[src/rtl/audio_pkg.sv]
// Shared constants for the audio frame transmitter.
package audio_pkg;

  localparam int unsigned SAMPLE_WIDTH = 16;
  localparam int unsigned FRAME_SLOTS  = 32;
  localparam int unsigned SLOTS_PER_CH = 16;
  localparam int unsigned SLOT_CNT_W   = $clog2(FRAME_SLOTS);
  localparam int unsigned DIV_CNT_W    = 8;

endpackage

[src/rtl/audio_clk_div.sv]
// Bit-clock divider: counts 0..BCLK_DIV-1, toggles bclk at terminal count and
// flags the 1->0 toggle with a combinational strobe for the serializer.
module audio_clk_div
  import audio_pkg::*;
#(
  parameter int unsigned BCLK_DIV = 4
) (
  input  logic clk,
  input  logic reset,
  output logic bclk,
  output logic fall_c
);

  logic [DIV_CNT_W-1:0] div_cnt;
  logic                 terminal_c;

  assign terminal_c = (div_cnt == DIV_CNT_W'(BCLK_DIV - 1));
  // Asserted in the cycle whose closing edge takes bclk from 1 to 0.
  assign fall_c     = terminal_c & bclk;

  // Divider counter and bclk toggle.
  always_ff @(posedge clk) begin
    if (reset) begin
      div_cnt <= '0;
      bclk    <= 1'b1;
    end else if (terminal_c) begin
      div_cnt <= '0;
      bclk    <= ~bclk;
    end else begin
      div_cnt <= div_cnt + DIV_CNT_W'(1);
    end
  end

endmodule

[src/rtl/audio_frame_tx.sv]
// Left-justified serial audio transmitter: mono sample duplicated to both
// slots of a 32-slot frame, with frame-sync and underrun strobes.
// Optional feature macro: AUDIO_FRAME_TX_UNDERRUN_CNT_EN adds an 8-bit
// saturating underrun_count output.
module audio_frame_tx #(
  parameter int unsigned BCLK_DIV     = 4,
  parameter int unsigned SAMPLE_WIDTH = audio_pkg::SAMPLE_WIDTH
) (
  input  logic                    clk,
  input  logic                    reset,
  input  logic                    new_sample_generated,
  input  logic [SAMPLE_WIDTH-1:0] sample_in,
  output logic                    new_frame,
  output logic                    bclk,
  output logic                    lrclk,
  output logic                    sdata,
  output logic                    underrun
`ifdef AUDIO_FRAME_TX_UNDERRUN_CNT_EN
  ,
  output logic [7:0]              underrun_count
`endif
);

  import audio_pkg::*;

  localparam int unsigned SHIFT_W = 2 * SAMPLE_WIDTH;

  logic                    fall_c;
  logic                    frame_start_c;
  logic [SLOT_CNT_W-1:0]   bit_cnt;
  logic [SHIFT_W-1:0]      shift;
  logic [SAMPLE_WIDTH-1:0] hold;
  logic                    pending;

  audio_clk_div #(
    .BCLK_DIV (BCLK_DIV)
  ) u_clk_div (
    .clk    (clk),
    .reset  (reset),
    .bclk   (bclk),
    .fall_c (fall_c)
  );

  // Frame boundary: the falling toggle that wraps the slot counter to zero.
  assign frame_start_c = fall_c & (bit_cnt == SLOT_CNT_W'(FRAME_SLOTS - 1));

  assign lrclk = (bit_cnt >= SLOT_CNT_W'(SLOTS_PER_CH));
  assign sdata = shift[SHIFT_W-1];

  // Slot counter and shift register advance on bclk falling toggles.
  always_ff @(posedge clk) begin
    if (reset) begin
      bit_cnt <= SLOT_CNT_W'(FRAME_SLOTS - 1);
      shift   <= '0;
    end else if (fall_c) begin
      bit_cnt <= bit_cnt + SLOT_CNT_W'(1);
      if (frame_start_c) begin
        shift <= {hold, hold};
      end else begin
        shift <= {shift[SHIFT_W-2:0], 1'b0};
      end
    end
  end

  // Sample hold and pending flag; a coincident strobe wins over the clear so
  // the new sample is kept for the following frame.
  always_ff @(posedge clk) begin
    if (reset) begin
      hold    <= '0;
      pending <= 1'b0;
    end else if (new_sample_generated) begin
      hold    <= sample_in;
      pending <= 1'b1;
    end else if (frame_start_c) begin
      pending <= 1'b0;
    end
  end

  // Registered frame-sync and underrun strobes.
  always_ff @(posedge clk) begin
    if (reset) begin
      new_frame <= 1'b0;
      underrun  <= 1'b0;
    end else begin
      new_frame <= frame_start_c;
      underrun  <= frame_start_c & ~pending;
    end
  end

`ifdef AUDIO_FRAME_TX_UNDERRUN_CNT_EN
  // Saturating count of underrun pulses.
  always_ff @(posedge clk) begin
    if (reset) begin
      underrun_count <= '0;
    end else if (underrun && (underrun_count != 8'hFF)) begin
      underrun_count <= underrun_count + 8'd1;
    end
  end
`endif

endmodule

[config.mk]
export PLATFORM = sky130hd
export DESIGN_NAME = audio_frame_tx
export DESIGN_NICKNAME = d
export VERILOG_FILES = /design/src/rtl/audio_pkg.sv /design/src/rtl/audio_clk_div.sv /design/src/rtl/audio_frame_tx.sv
export SDC_FILE = /design/constraint.sdc
export NUM_CORES = 1
export LEC_CHECK = 0
export BUFFER_PORTS_ARGS = -buffer_cell sky130_fd_sc_hd__buf_2
export CAP_MARGIN = 30
export CORE_UTILIZATION = 59
export DETAILED_ROUTE_END_ITERATION = 12
export GPL_TIMING_DRIVEN = 1
export HOLD_SLACK_MARGIN = 0.03
export PLACE_DENSITY = 0.79
export SLEW_MARGIN = 30
export SYNTH_ARGS = -nofsm -noshare
export SYNTH_HDL_FRONTEND = slang
export SYNTH_SLANG_ARGS = --single-unit
[constraint.sdc]
create_clock -name clk -period 2.5 [get_ports clk]
set_input_delay 0.125 -clock clk [delete_from_list [all_inputs] [get_ports clk]]
set_output_delay 0.125 -clock clk [all_outputs]
set_load 0.01 [all_outputs]
# --- Word level (Yosys, flattened, before mapping) ---
# Index checks and enable logic that the tools add are counted.
# Widths: inputs -> output; s select.
word_totals:
  wordCells: 23
  inputBits: 19
  ff_bits: 65
  output_inout_bits: 5
classes:
  reduce_logical: 2
  n_lt_le_gt_ge: 1
  add_sub_neg: 2
  bitwise_logic: 5
  n_eq_ne: 2
  n_mux: 3
op_table:
  columns: ["cell", "count"]
  rows:
  - ["$mux 32", 1]
  - ["$add 8x1->8 const B", 1]
  - ["$eq 8x2->1 const B", 1]
  - ["$add 5x1->5 const B", 1]
  - ["$eq 5x5->1 const B", 1]
  - ["$ge 5x5->1 const B", 1]
  - ["$and 1x1->1", 3]
  - ["$mux 1", 2]
  - ["$not 1->1", 2]
  - ["$reduce_bool 2->1", 1]
  - ["$reduce_or 2->1", 1]

# --- Logic depth before layout (Yosys ltp) ---
depth:
  depth_word: 5
  mapped_depth: 7
  ltp_nobuf: 5

# --- Modules after synthesis ---
# Synthesis repeated with hierarchy kept, for this count alone.
unflattened:
  cells_unflattened: 270
  area_unflattened_um2: 2695.1
by_module_without_submodules:
  columns: ["mod", "area_per_inst_um2", "cells_per_inst", "seq_area_each_um2", "instances"]
  rows:
  - ["audio_frame_tx", 2329.7, 230, 1121.1, 1]
  - ["audio_clk_div", 365.4, 40, 180.2, 1]

# --- Worst setup path before layout ---
# Ideal clock, no wire load.
synth_timing:
  kind: "register to register"
  from: "register bit_cnt[0]"
  to: "register shift[3]"
  required_ps: 2358
  n_path_buf: 2
  period_less_slack_ps: 1713
  setup_slack_ps: 787
  t_arrival_ps: 1571
  path_stages_with_launch: 8
  cell_sequence: "dfxtp_1 -> ha_1 -> and3_1 -> ha_1 -> clkbuf_1 -> buf_2 -> mux2i_1 -> a211oi_2"
synth_via:
  elab_chain_len: 3
synth_rtl:
  columns: ["element", "line", "source"]
  rows:
  - ["start, declared", "audio_frame_tx.sv:30", "logic [SLOT_CNT_W-1:0] bit_cnt;"]
  - ["start signal, assigned", "audio_frame_tx.sv:53", "bit_cnt <= SLOT_CNT_W'(FRAME_SLOTS - 1);"]
  - ["start signal, assigned", "audio_frame_tx.sv:56", "bit_cnt <= bit_cnt + SLOT_CNT_W'(1);"]
  - ["$eq 5x5->1", "audio_frame_tx.sv:45", "assign frame_start_c = fall_c & (bit_cnt == SLOT_CNT_W'(FRAME_SLOTS - 1));"]
  - ["$and 1x1->1", "audio_frame_tx.sv:45", null]
  - ["$mux 32", "audio_frame_tx.sv:57", "if (frame_start_c) begin"]
  - ["end signal, assigned", "audio_frame_tx.sv:58", "shift <= {hold, hold};"]
  - ["end signal, assigned", "audio_frame_tx.sv:60", "shift <= {shift[SHIFT_W-2:0], 1'b0};"]
  - ["end, declared", "audio_frame_tx.sv:31", "logic [SHIFT_W-1:0] shift;"]
# Every way passes these cells.
# A chain may end at the register's enable or synchronous reset.

# --- Worst setup path in the final report ---
layout_timing:
  from: "register u_clk_div.div_cnt[0]"
  to: "register shift[24]"
layout_via:
  elab_chain_len: 4
layout_rtl:
  columns: ["element", "line", "source"]
  rows:
  - ["start, declared", "audio_clk_div.sv:14", "logic [DIV_CNT_W-1:0] div_cnt;"]
  - ["start signal, assigned", "audio_clk_div.sv:30", "div_cnt <= div_cnt + DIV_CNT_W'(1);"]
  - ["$eq 8x2->1 *", "audio_clk_div.sv:17", "assign terminal_c = (div_cnt == DIV_CNT_W'(BCLK_DIV - 1));"]
  - ["$and 1x1->1 *", "audio_clk_div.sv:19", "assign fall_c = terminal_c & bclk;"]
  - ["$and 1x1->1", "audio_frame_tx.sv:45", null]
  - ["$mux 32", "audio_frame_tx.sv:57", null]
# Every way passes the cells marked *; elsewhere a longest branch is shown, timed or not.

==> metrics.txt <==
GR Util All Layers=0.250; die footprint=5140 um^2; part of the Yosys area used for sequential elements=0.454; TritonCTS clock tree=yes; startpoint kind of the worst setup timing path=flop; hold violation total from the final report=0; number of placed cells counting well taps=between 300 and 400; dominant delay contributor by cell family on the critical path=simple AND/OR/NAND/NOR gates; effective utilization at floorplan=0.636; type of the worst setup path=reg -> reg; count of buffers from port buffering=23; routed length per placed instance=15.8 um; clock latency reported for the late side of the worst-skew pair=0.35 ns; count of unresolved DRC violations after routing=0; standard cell core area=4500 um^2; maximum single-stage delay on the critical path=0.53 ns; static leakage power=about 1.4 nW; number of antenna repair diodes=0; number of filler instances in the final layout=320; Top-Level Pins=24; part of the cycle the worst path needs=0.743; wire length of the first global-routing pass=9850 um; leading cell types by total area after synthesis=dfxtp_1 (45%), mux2i_1 (16%), a21oi_1 (6.3%); Pre-Repair DR Iteration Count=4; compound-gate portion of the synthesized area=0.192; Main synth FF type=dfxtp_1; EDFF count, synth=0; Post-CTS Resized=0; final period demand of the worst path=1.86 ns; share of layout cells above drive strength 1=0.182; row count=24; normalized max-slew margin=0.629; critical path capture point type=flop; maximum fanout along the worst path=33; portion of synthesized cell area occupied by the leading cell type=0.454; proportion of synthesized area in mux cells=0.164; Cell Pwr Density=775 nW/um^2; multi-input gate area in the final layout=between 1000 and 1500 um^2; setup slack after placement=0.681 ns; CTS HTree Levels=3; CTS Root Cell=clkbuf_8; final setup fails=0; XOR/XNOR Fraction of Synth Area=0.00917; cts bufs inserted=9; final-report max-slew violation count=0; run status=finished, final reports clean; IR drop worst, VDD=roughly 0.00048 V; post-DR vias/cell=5.92; number of nets at the end of the flow=332; RSZ-0062 raised after global routing=false; minimum setup slack in the final design=approximately 0.64 ns; number of warnings issued by yosys=0; number of standard cells in the layout, taps in and fillers out=366; share of synthesized registers carrying an async set or reset=0; Clock Tree Buf Depth=2; Reg area=between 1000 and 1500 um^2; CP bufs+invs=0; Clock Sink Count=65; antenna violation net count after detailed routing=0; required arrival time at the worst endpoint=roughly 2.7 ns; DRC marker count from the first detailed-route iteration=174; clock tree skew after final layout=0.0112 ns; pin count of the biggest net entering global routing=43; Synth Net Count=303; master of the slowest instance on the critical path=nor2_8; maximum operating frequency=between 500 and 600 MHz; cell taking the most area after synthesis=dfxtp_1; number of antenna violations at the first check in global routing=0; wire length reported by the detailed router=approximately 5800 um; number of vias in the routed layout=around 2200; arrival time worst endpoint=2.04 ns; Area growth syn-to-layout=16.1%; Post-Route Setup TNS=0 ns; sum of net half-perimeters after detailed placement=3230 um; Hold Path Class=in -> reg; share of synthesized cell area in full adder, half adder and majority cells=0.0175; number of distinct library cell variants in the gate-level netlist after synthesis=35; Post-Syn Area per Cell=10.2 um^2; horizontal die dimension=slightly above 70 um; Gate Count Post-Synth=280; most frequent cells after synthesis=dfxtp_1 (65), mux2i_1 (47), a21oi_1 (36), a211oi_1 (21), nor2_1 (21); flops & latches, synth=65; most instantiated library cell after synthesis=dfxtp_1; via count of the first global-routing pass=roughly 2000; cells along the critical path=ha_1 -> nand4bb_1 -> nor2_8 -> a211oi_1; cell area after synthesis=2860 um^2; count of maximum capacitance violations=0; clock transition at the registers of the reported paths=approximately 0.07 ns; slew at the pin closest to its max-slew limit=0.557 ns; largest family of logic cells by synthesized area=compound AO/OA/AOI/OAI gates; Final GP Congestion=a little over 0.8; residual overflow from global routing=0; vertical extent of the die=71.7 um; Hold Slack=0.251 ns; basic-gate share of the synthesized area counting and, or, nand and nor cells=0.105
## cells in the final DEF, fill, tap and decap left out
master and n:
a211oi_1 21, a211oi_2 10, a21o_1 1, a21oi_1 36, a31oi_1 2, and2_1 1, and3_1 3, and4_1 2
and4bb_2 1, buf_12 1, buf_2 23, buf_4 3, bufinv_16 2, clkbuf_1 3, clkbuf_8 11, dfxtp_1 65
dlygate4sd3_1 16, ha_1 3, ha_2 1, inv_1 5, mux2i_1 47, nand2_1 2, nand3_1 9, nand4_1 2
nand4bb_1 1, nor2_1 21, nor2_8 1, nor3b_1 1, nor3b_2 1, nor4_4 1, o211ai_2 1, o21ai_0 8
o21ai_1 1, o2bb2ai_1 1, or3_1 3, or4_4 1, xnor2_1 1, xor2_1 2
## registers in the layout (all words and copies together) (netlist names)
name	cells
bit_cnt	5
hold	16
new_frame	1
pending	1
shift	32
u_clk_div.bclk	1
u_clk_div.div_cnt	8
underrun	1
## metrics by stage
step / area (um^2) / utilization / power, mW
final: 3330 / 0.738 / 2.58
after global routing: 3330 / 0.738 / 2.69
after CTS: 3330 / 0.738 / 2.60
after detailed placement: 2940 / 0.653 / 1.58
after global placement: 2940 / 0.653 / 1.57
after floorplan: 2860 / - / 1.50
## what timing repair did
action | 4_1_cts | 5_1_grt
setup buffers | 0 | 0
hold endpoints to repair | 16 | 0
hold buffers | 16 | 0
## per-layer routing
layer	routed length, um	part of all wire	GRT usage	vias to the layer above
li1	-	-	-	1086
met1	2680	0.46	0.313	1014
met2	2750	0.48	0.401	55
met3	256	0.044	0.0914	10
met4	85	0.015	0.0806	0
met5	0	0	0	-
## cells by family after synthesis
family | Yosys count
compound gates | 81
xor+xnor | 3
fa+ha+maj | 4
buf+inv | 30
flops | 65
mux | 47
simple gates | 50
## power by group
part           internal, mW  total [mW]  switching, mW
Sequential             1.10        1.16         0.0506
Clock                 0.618       0.992          0.375
Combinational         0.206       0.430          0.223
Total                  1.93        2.58          0.648
## final timing paths
path / from / endpoint / slack, ns / depth (start not counted)
worst max-delay path: u_clk_div.div_cnt[0] / shift[24] / 0.64 / 4
worst max register to register: u_clk_div.div_cnt[0] / shift[24] / 0.64 / 4
worst min-delay path: reset / hold[14] / 0.25 / 2
worst min register to register: pending / underrun / 0.44 / 1
## layout make-up
class                   instances  share of cell area
inverters                       5             0.00564
repair buffers                 43              0.0956
flip-flops and latches         65               0.391
well taps                      52              0.0196
clock inverters                 2              0.0181
multi-input cells             185               0.421
clock buffers                  14              0.0489
Note: power is estimated with default switching activity, not from simulation.
